===== src/rtl/decoder3_8_pkg.sv =====
// ============================================================================
// decoder3_8_pkg : shared types and constants for the sequenced 3-to-8 decoder
// Revision 1.0
// ============================================================================
`default_nettype none

package decoder3_8_pkg;

    localparam int unsigned c_code_w     = 3;
    localparam int unsigned c_out_w      = 8;
    localparam int unsigned c_fifo_depth = 2;
    localparam int unsigned c_cnt_w      = 8;

    typedef enum logic [1:0] {
        ST_IDLE   = 2'd0,
        ST_ACTIVE = 2'd1,
        ST_GAP    = 2'd2
    } state_e;

    function automatic logic [c_out_w-1:0] onehot(input logic [c_code_w-1:0] code);
        logic [c_out_w-1:0] one;
        one = {{(c_out_w-1){1'b0}}, 1'b1};
        return one << code;
    endfunction

endpackage

`default_nettype wire


===== src/rtl/decoder3_8_seq_fifo.sv =====
// ============================================================================
// code_fifo2 : two-entry code FIFO; full refuses pushes, empty refuses pops
// Revision 1.0
// ============================================================================
`default_nettype none

module code_fifo2
    import decoder3_8_pkg::*;
(
    input  logic                clk,
    input  logic                rst,
    input  logic                push,
    input  logic                pop,
    input  logic [c_code_w-1:0] din,
    output logic [c_code_w-1:0] dout,
    output logic [1:0]          count,
    output logic                full,
    output logic                empty
);

    logic [c_code_w-1:0] mem_q [c_fifo_depth];
    logic [c_code_w-1:0] mem_d [c_fifo_depth];
    logic                wr_ptr_q, wr_ptr_d;
    logic                rd_ptr_q, rd_ptr_d;
    logic [1:0]          count_q,  count_d;
    logic                do_push, do_pop;

    assign full  = (count_q == 2'(c_fifo_depth));
    assign empty = (count_q == 2'd0);
    assign count = count_q;
    assign dout  = mem_q[rd_ptr_q];

    always_comb begin
        do_push  = push && !full;
        do_pop   = pop && !empty;
        mem_d    = mem_q;
        wr_ptr_d = wr_ptr_q;
        rd_ptr_d = rd_ptr_q;
        count_d  = count_q;
        if (do_push) begin
            mem_d[wr_ptr_q] = din;
            wr_ptr_d        = ~wr_ptr_q;
        end
        if (do_pop) begin
            rd_ptr_d = ~rd_ptr_q;
        end
        if (do_push && !do_pop) begin
            count_d = count_q + 2'd1;
        end else if (do_pop && !do_push) begin
            count_d = count_q - 2'd1;
        end
    end

    always_ff @(posedge clk or posedge rst) begin
        if (rst) begin
            mem_q[0] <= '0;
            mem_q[1] <= '0;
            wr_ptr_q <= 1'b0;
            rd_ptr_q <= 1'b0;
            count_q  <= 2'd0;
        end else begin
            mem_q    <= mem_d;
            wr_ptr_q <= wr_ptr_d;
            rd_ptr_q <= rd_ptr_d;
            count_q  <= count_d;
        end
    end

endmodule

`default_nettype wire


===== src/rtl/decoder3_8_seq.sv =====
// ============================================================================
// decoder3_8_seq : queues 3-bit codes and plays each out as a one-hot pattern
//                  held for DWELL cycles, optionally separated by GAP zeros
// Revision 1.0
// ============================================================================
`default_nettype none

module decoder3_8_seq
    import decoder3_8_pkg::*;
#(
    parameter int unsigned DWELL = 4,
    parameter int unsigned GAP   = 0
) (
    input  logic                clk,
    input  logic                rst,
    input  logic                in_valid,
    input  logic [c_code_w-1:0] in_data,
    output logic                in_ready,
    output logic [c_out_w-1:0]  out_data,
    output logic                out_active,
    output logic                done,
    output logic                busy,
    output logic [1:0]          fifo_count
);

    localparam logic [c_cnt_w-1:0] c_dwell_ld = c_cnt_w'(DWELL - 1);
    localparam logic [c_cnt_w-1:0] c_gap_ld   = (GAP > 0) ? c_cnt_w'(GAP - 1) : '0;

    state_e              state_q, state_d;
    logic [c_cnt_w-1:0]  cnt_q,   cnt_d;
    logic [c_code_w-1:0] code_q,  code_d;
    logic [c_out_w-1:0]  out_data_q, out_data_d;
    logic                out_active_q, out_active_d;
    logic                done_q, done_d;

    logic                fifo_pop;
    logic [c_code_w-1:0] fifo_dout;
    logic                fifo_full, fifo_empty;

    code_fifo2 u_fifo (
        .clk   (clk),
        .rst   (rst),
        .push  (in_valid && !fifo_full),
        .pop   (fifo_pop),
        .din   (in_data),
        .dout  (fifo_dout),
        .count (fifo_count),
        .full  (fifo_full),
        .empty (fifo_empty)
    );

    assign in_ready   = !fifo_full;
    assign busy       = !fifo_empty || (state_q != ST_IDLE);
    assign out_data   = out_data_q;
    assign out_active = out_active_q;
    assign done       = done_q;

    always_comb begin
        state_d  = state_q;
        cnt_d    = cnt_q;
        code_d   = code_q;
        fifo_pop = 1'b0;
        case (state_q)
            ST_IDLE: begin
                if (!fifo_empty) begin
                    fifo_pop = 1'b1;
                    code_d   = fifo_dout;
                    cnt_d    = c_dwell_ld;
                    state_d  = ST_ACTIVE;
                end
            end
            ST_ACTIVE: begin
                if (cnt_q != '0) begin
                    cnt_d = cnt_q - 1'b1;
                end else if (GAP == 0 && !fifo_empty) begin
                    // Back-to-back codes with no zero cycle in between
                    fifo_pop = 1'b1;
                    code_d   = fifo_dout;
                    cnt_d    = c_dwell_ld;
                end else if (GAP > 0) begin
                    cnt_d   = c_gap_ld;
                    state_d = ST_GAP;
                end else begin
                    state_d = ST_IDLE;
                end
            end
            ST_GAP: begin
                if (cnt_q != '0) begin
                    cnt_d = cnt_q - 1'b1;
                end else if (!fifo_empty) begin
                    fifo_pop = 1'b1;
                    code_d   = fifo_dout;
                    cnt_d    = c_dwell_ld;
                    state_d  = ST_ACTIVE;
                end else begin
                    state_d = ST_IDLE;
                end
            end
            default: begin
                state_d = ST_IDLE;
                cnt_d   = '0;
            end
        endcase

        // Outputs are registered from the next state so they line up with it
        out_active_d = (state_d == ST_ACTIVE);
        out_data_d   = out_active_d ? onehot(code_d) : '0;
        done_d       = out_active_d && (cnt_d == '0);
    end

    always_ff @(posedge clk or posedge rst) begin
        if (rst) begin
            state_q      <= ST_IDLE;
            cnt_q        <= '0;
            code_q       <= '0;
            out_data_q   <= '0;
            out_active_q <= 1'b0;
            done_q       <= 1'b0;
        end else begin
            state_q      <= state_d;
            cnt_q        <= cnt_d;
            code_q       <= code_d;
            out_data_q   <= out_data_d;
            out_active_q <= out_active_d;
            done_q       <= done_d;
        end
    end

endmodule

`default_nettype wire


===== config.mk =====
export PLATFORM = sky130hd
export DESIGN_NAME = decoder3_8_seq
export DESIGN_NICKNAME = d
export VERILOG_FILES = /design/src/rtl/decoder3_8_pkg.sv /design/src/rtl/decoder3_8_seq_fifo.sv /design/src/rtl/decoder3_8_seq.sv
export SDC_FILE = /design/constraint.sdc
export NUM_CORES = 1
export LEC_CHECK = 0
export CORE_MARGIN = 2
export CORE_UTILIZATION = 44
export CTS_CLUSTER_SIZE = 24
export DETAILED_ROUTE_END_ITERATION = 6
export PLACE_DENSITY = 0.67
export SLEW_MARGIN = 10
export SYNTH_ARGS = -nofsm -noshare
export SYNTH_HDL_FRONTEND = slang
export SYNTH_HIERARCHICAL = 1
export SYNTH_SLANG_ARGS = --single-unit

===== constraint.sdc =====
create_clock -name clk -period 2.33 [get_ports clk]
set_clock_uncertainty 0.2 [all_clocks]
set_input_delay 0.5825 -clock clk [delete_from_list [all_inputs] [get_ports clk]]
set_output_delay 0.5825 -clock clk [all_outputs]
set_load 0.05 [all_outputs]

==> results.toml <==
[floorplan]
die_h_microns = 68.70
die_w_microns = 68.70
core_area_sq_um = 4029
rows = 23
boundaryPins = 20
start_util_pct = 45.71
die_area_sq_um = 4720

[sta]
tightest_slew_ps = 521.9
setup_viol_count_final = 0
max_freq_ghz = 0.4398
finalSetupTns_ps = 0
fin_crit_ps = 2274
period_share_pct = 97.58
final_max_slew_viol_count = 0
maxSlewHeadroom_pct = 65.10
rsz0062_at_grt = "true"
finalWorstSetupSlack_ps = 56.38
final-hold-violation-count = 0

[clocking]
clk_latency_ps = 290
root_buffer = "clkbuf_8"
clock-sinks = 33
h-tree-depth = 2
postCtsHoldBufs = 0
clk_path_buf_depth = 2
cts_tree = "yes"
clk_pin_slew_ps = 70
cts_made_buffers = 5

[logic_synthesis]
synth_area_leaders = "dfrtp_1 45%, mux2_4 4.9%, ha_1 4.8%"
synth.distinct_cells = 55
ys_warn_count = 6
async_flop_share_pct = 100.0
synth-seq-cells = 33
ys_seq_area_share_pct = 44.84
synth_fp_nets = 188
synth_edf_count = 0
synthFlopType = "dfrtp_1"
synth_cells = 175
yosysMostFrequentCell = "dfrtp_1"
netlist.area_leader.share_pct = 44.84
syn_area_sq_um = 1842
synth_commonest_cells = "33 x dfrtp_1, 20 x nor2_1, 14 x inv_1"
yosys.area.top_type = "dfrtp_1"
syn_area_per_cell_sq_um = 10.52

[drt]
drtAntennaViolNets = 0
routed_wl_microns = 4296
wl_per_cell_microns = 16.15
drc_errors = 0
vias = 1479
drt_iter0_drc = 68
dr.pass1.iters = 4
via_per_inst = 5.560

[setup_path]
cp_max_fo = 6
cp.arrival_ps = 2280
critPathKind = "reg2reg"
cp-end-kind = "register"
rrSetupSlack_ps = 60
start_kind = "register"
crit_required_ps = 2340

[place]
gp_congestion = 0.9169
place_ws_ps = -89.20
hpwlAfterDp_microns = 3165
port_buffers = 19

[global_routing]
grt_usage_pct = 21.05
grt_pass1_vias = 1492
grt_pass1_wl_microns = 7107
gr-total-overflow = 0
grt_max_degree = 24
antenna_found_initial = 0

[flow_run]
cap_violations = 0

[min_path]
hold_class = "reg2reg"

[final_layout]
diodes = 0
fin_nets = 229
area_delta_synth_final_pct = 27.72
drive_above_1_share_pct = 29.63

[power]
p_per_area_nw_per_um2 = 1705
power.leakage_nw = 1.081
ir_drop_uv = 826.7

[outcome]
status = "complete, no violations"
==> power breakdown <==
part           internal, mW  switching, mW  leakage [nW]
logic                  1.14           1.38         0.619
registers             0.826          0.214         0.419
clock network         0.234          0.216        0.0433
==> critical path: stages (launching register included) <==
cell and delay, ps:
dfrtp_1 400, inv_2 80, ha_4 140, nor3b_4 300
a31oi_2 150, nor3_1 190, o21ai_1 120, ha_2 190
xor2_1 130, nor2_1 140, xor2_1 150
==> area by class of cell <==
cell class                 count  area, sq um
clock buffer                   6        82.58
clock inverter                 1        7.507
fill                         357         1677
inverter                      15        56.30
multi-input combinational    122        972.2
sequential                    33        828.3
tap                           50        62.56
timing repair buffer          39        342.8
==> registers in the layout, indices dropped and copies added, names as in the netlist <==
register	cells
u_fifo/wr_ptr_q	1
out_data	8
done	1
cnt_q	8
state_q	2
u_fifo/count	2
u_fifo/rd_ptr_q	1
code_q	3
out_active	1
u_fifo/mem_q	6
==> repair_timing <==
action / in CTS / in global routing
buffers inserted: 0 / 1
endpoints found under the hold margin: 0 / 0
pin swaps: 1 / 4
setup endpoints to repair: 2 / 4
resized for setup: 3 / 7
==> stage by stage <==
stage / utilization [%] / hold WS (ps) / std cells / total power [mW] / cell area, sq um
after global placement: 54.97 / 281.2 / 258 / 3.395 / 2215
after detailed placement: 54.97 / 294.7 / 258 / 3.453 / 2215
after floorplan: - / 222.5 / 175 / 2.659 / 1852
final: 58.39 / 315.1 / 266 / 4.012 / 2352
after global routing: 58.39 / 338.9 / 266 / 4.263 / 2352
after CTS: 57.42 / 320.3 / 265 / 3.937 / 2313
==> cells by family (layout without fill, tap and decap cells) <==
family / count (synthesis) / in the layout / share of synthesized area (%)
xor+xnor: 5 / 5 / 2.378
flops: 33 / 33 / 44.84
buf+inv: 20 / 61 / 4.959
fa+ha+maj: 7 / 7 / 4.755
simple gates: 69 / 69 / 23.10
mux: 10 / 10 / 7.269
compound gates: 31 / 31 / 12.70
==> layer usage <==
layer | track usage (%) | wire length (microns) | up-vias
li1 | - | - | 701
met1 | 26.30 | 1879 | 735
met2 | 34.98 | 2156 | 39
met3 | 5.844 | 205 | 4
met4 | 7.353 | 54 | 0
met5 | 0 | 0 | -
==> path summary, 6_finish.rpt <==
| kind | start | endpoint | cells after the start |
|---|---|---|---|
| setup / recovery | cnt_q[1]$_DFF_PP0_ | u_fifo/count[1]$_DFFE_PP0P_ | 10 |
| hold / removal | u_fifo/wr_ptr_q$_DFFE_PP0P_ | u_fifo/wr_ptr_q$_DFFE_PP0P_ | 1 |
| setup reg to reg | cnt_q[1]$_DFF_PP0_ | u_fifo/count[1]$_DFFE_PP0P_ | 10 |
| hold reg to reg | u_fifo/wr_ptr_q$_DFFE_PP0P_ | u_fifo/wr_ptr_q$_DFFE_PP0P_ | 1 |
| max in group asynchronous | rst | state_q[1]$_DFF_PP0_ | 3 |
| min in group asynchronous | rst | u_fifo/mem_q[1]$_DFFE_PP0P_ | 2 |
==> placed cells by master (no fill, tap or decap), types with 5 or more instances in the layout <==
cell	n
a211oi_1	5
buf_4	23
clkbuf_8	6
clkdlybuf4s50_1	15
dfrtp_1	31
inv_1	12
mux2_4	6
nand2_1	8
nor2_1	20
(Power assumes the default switching activity.)
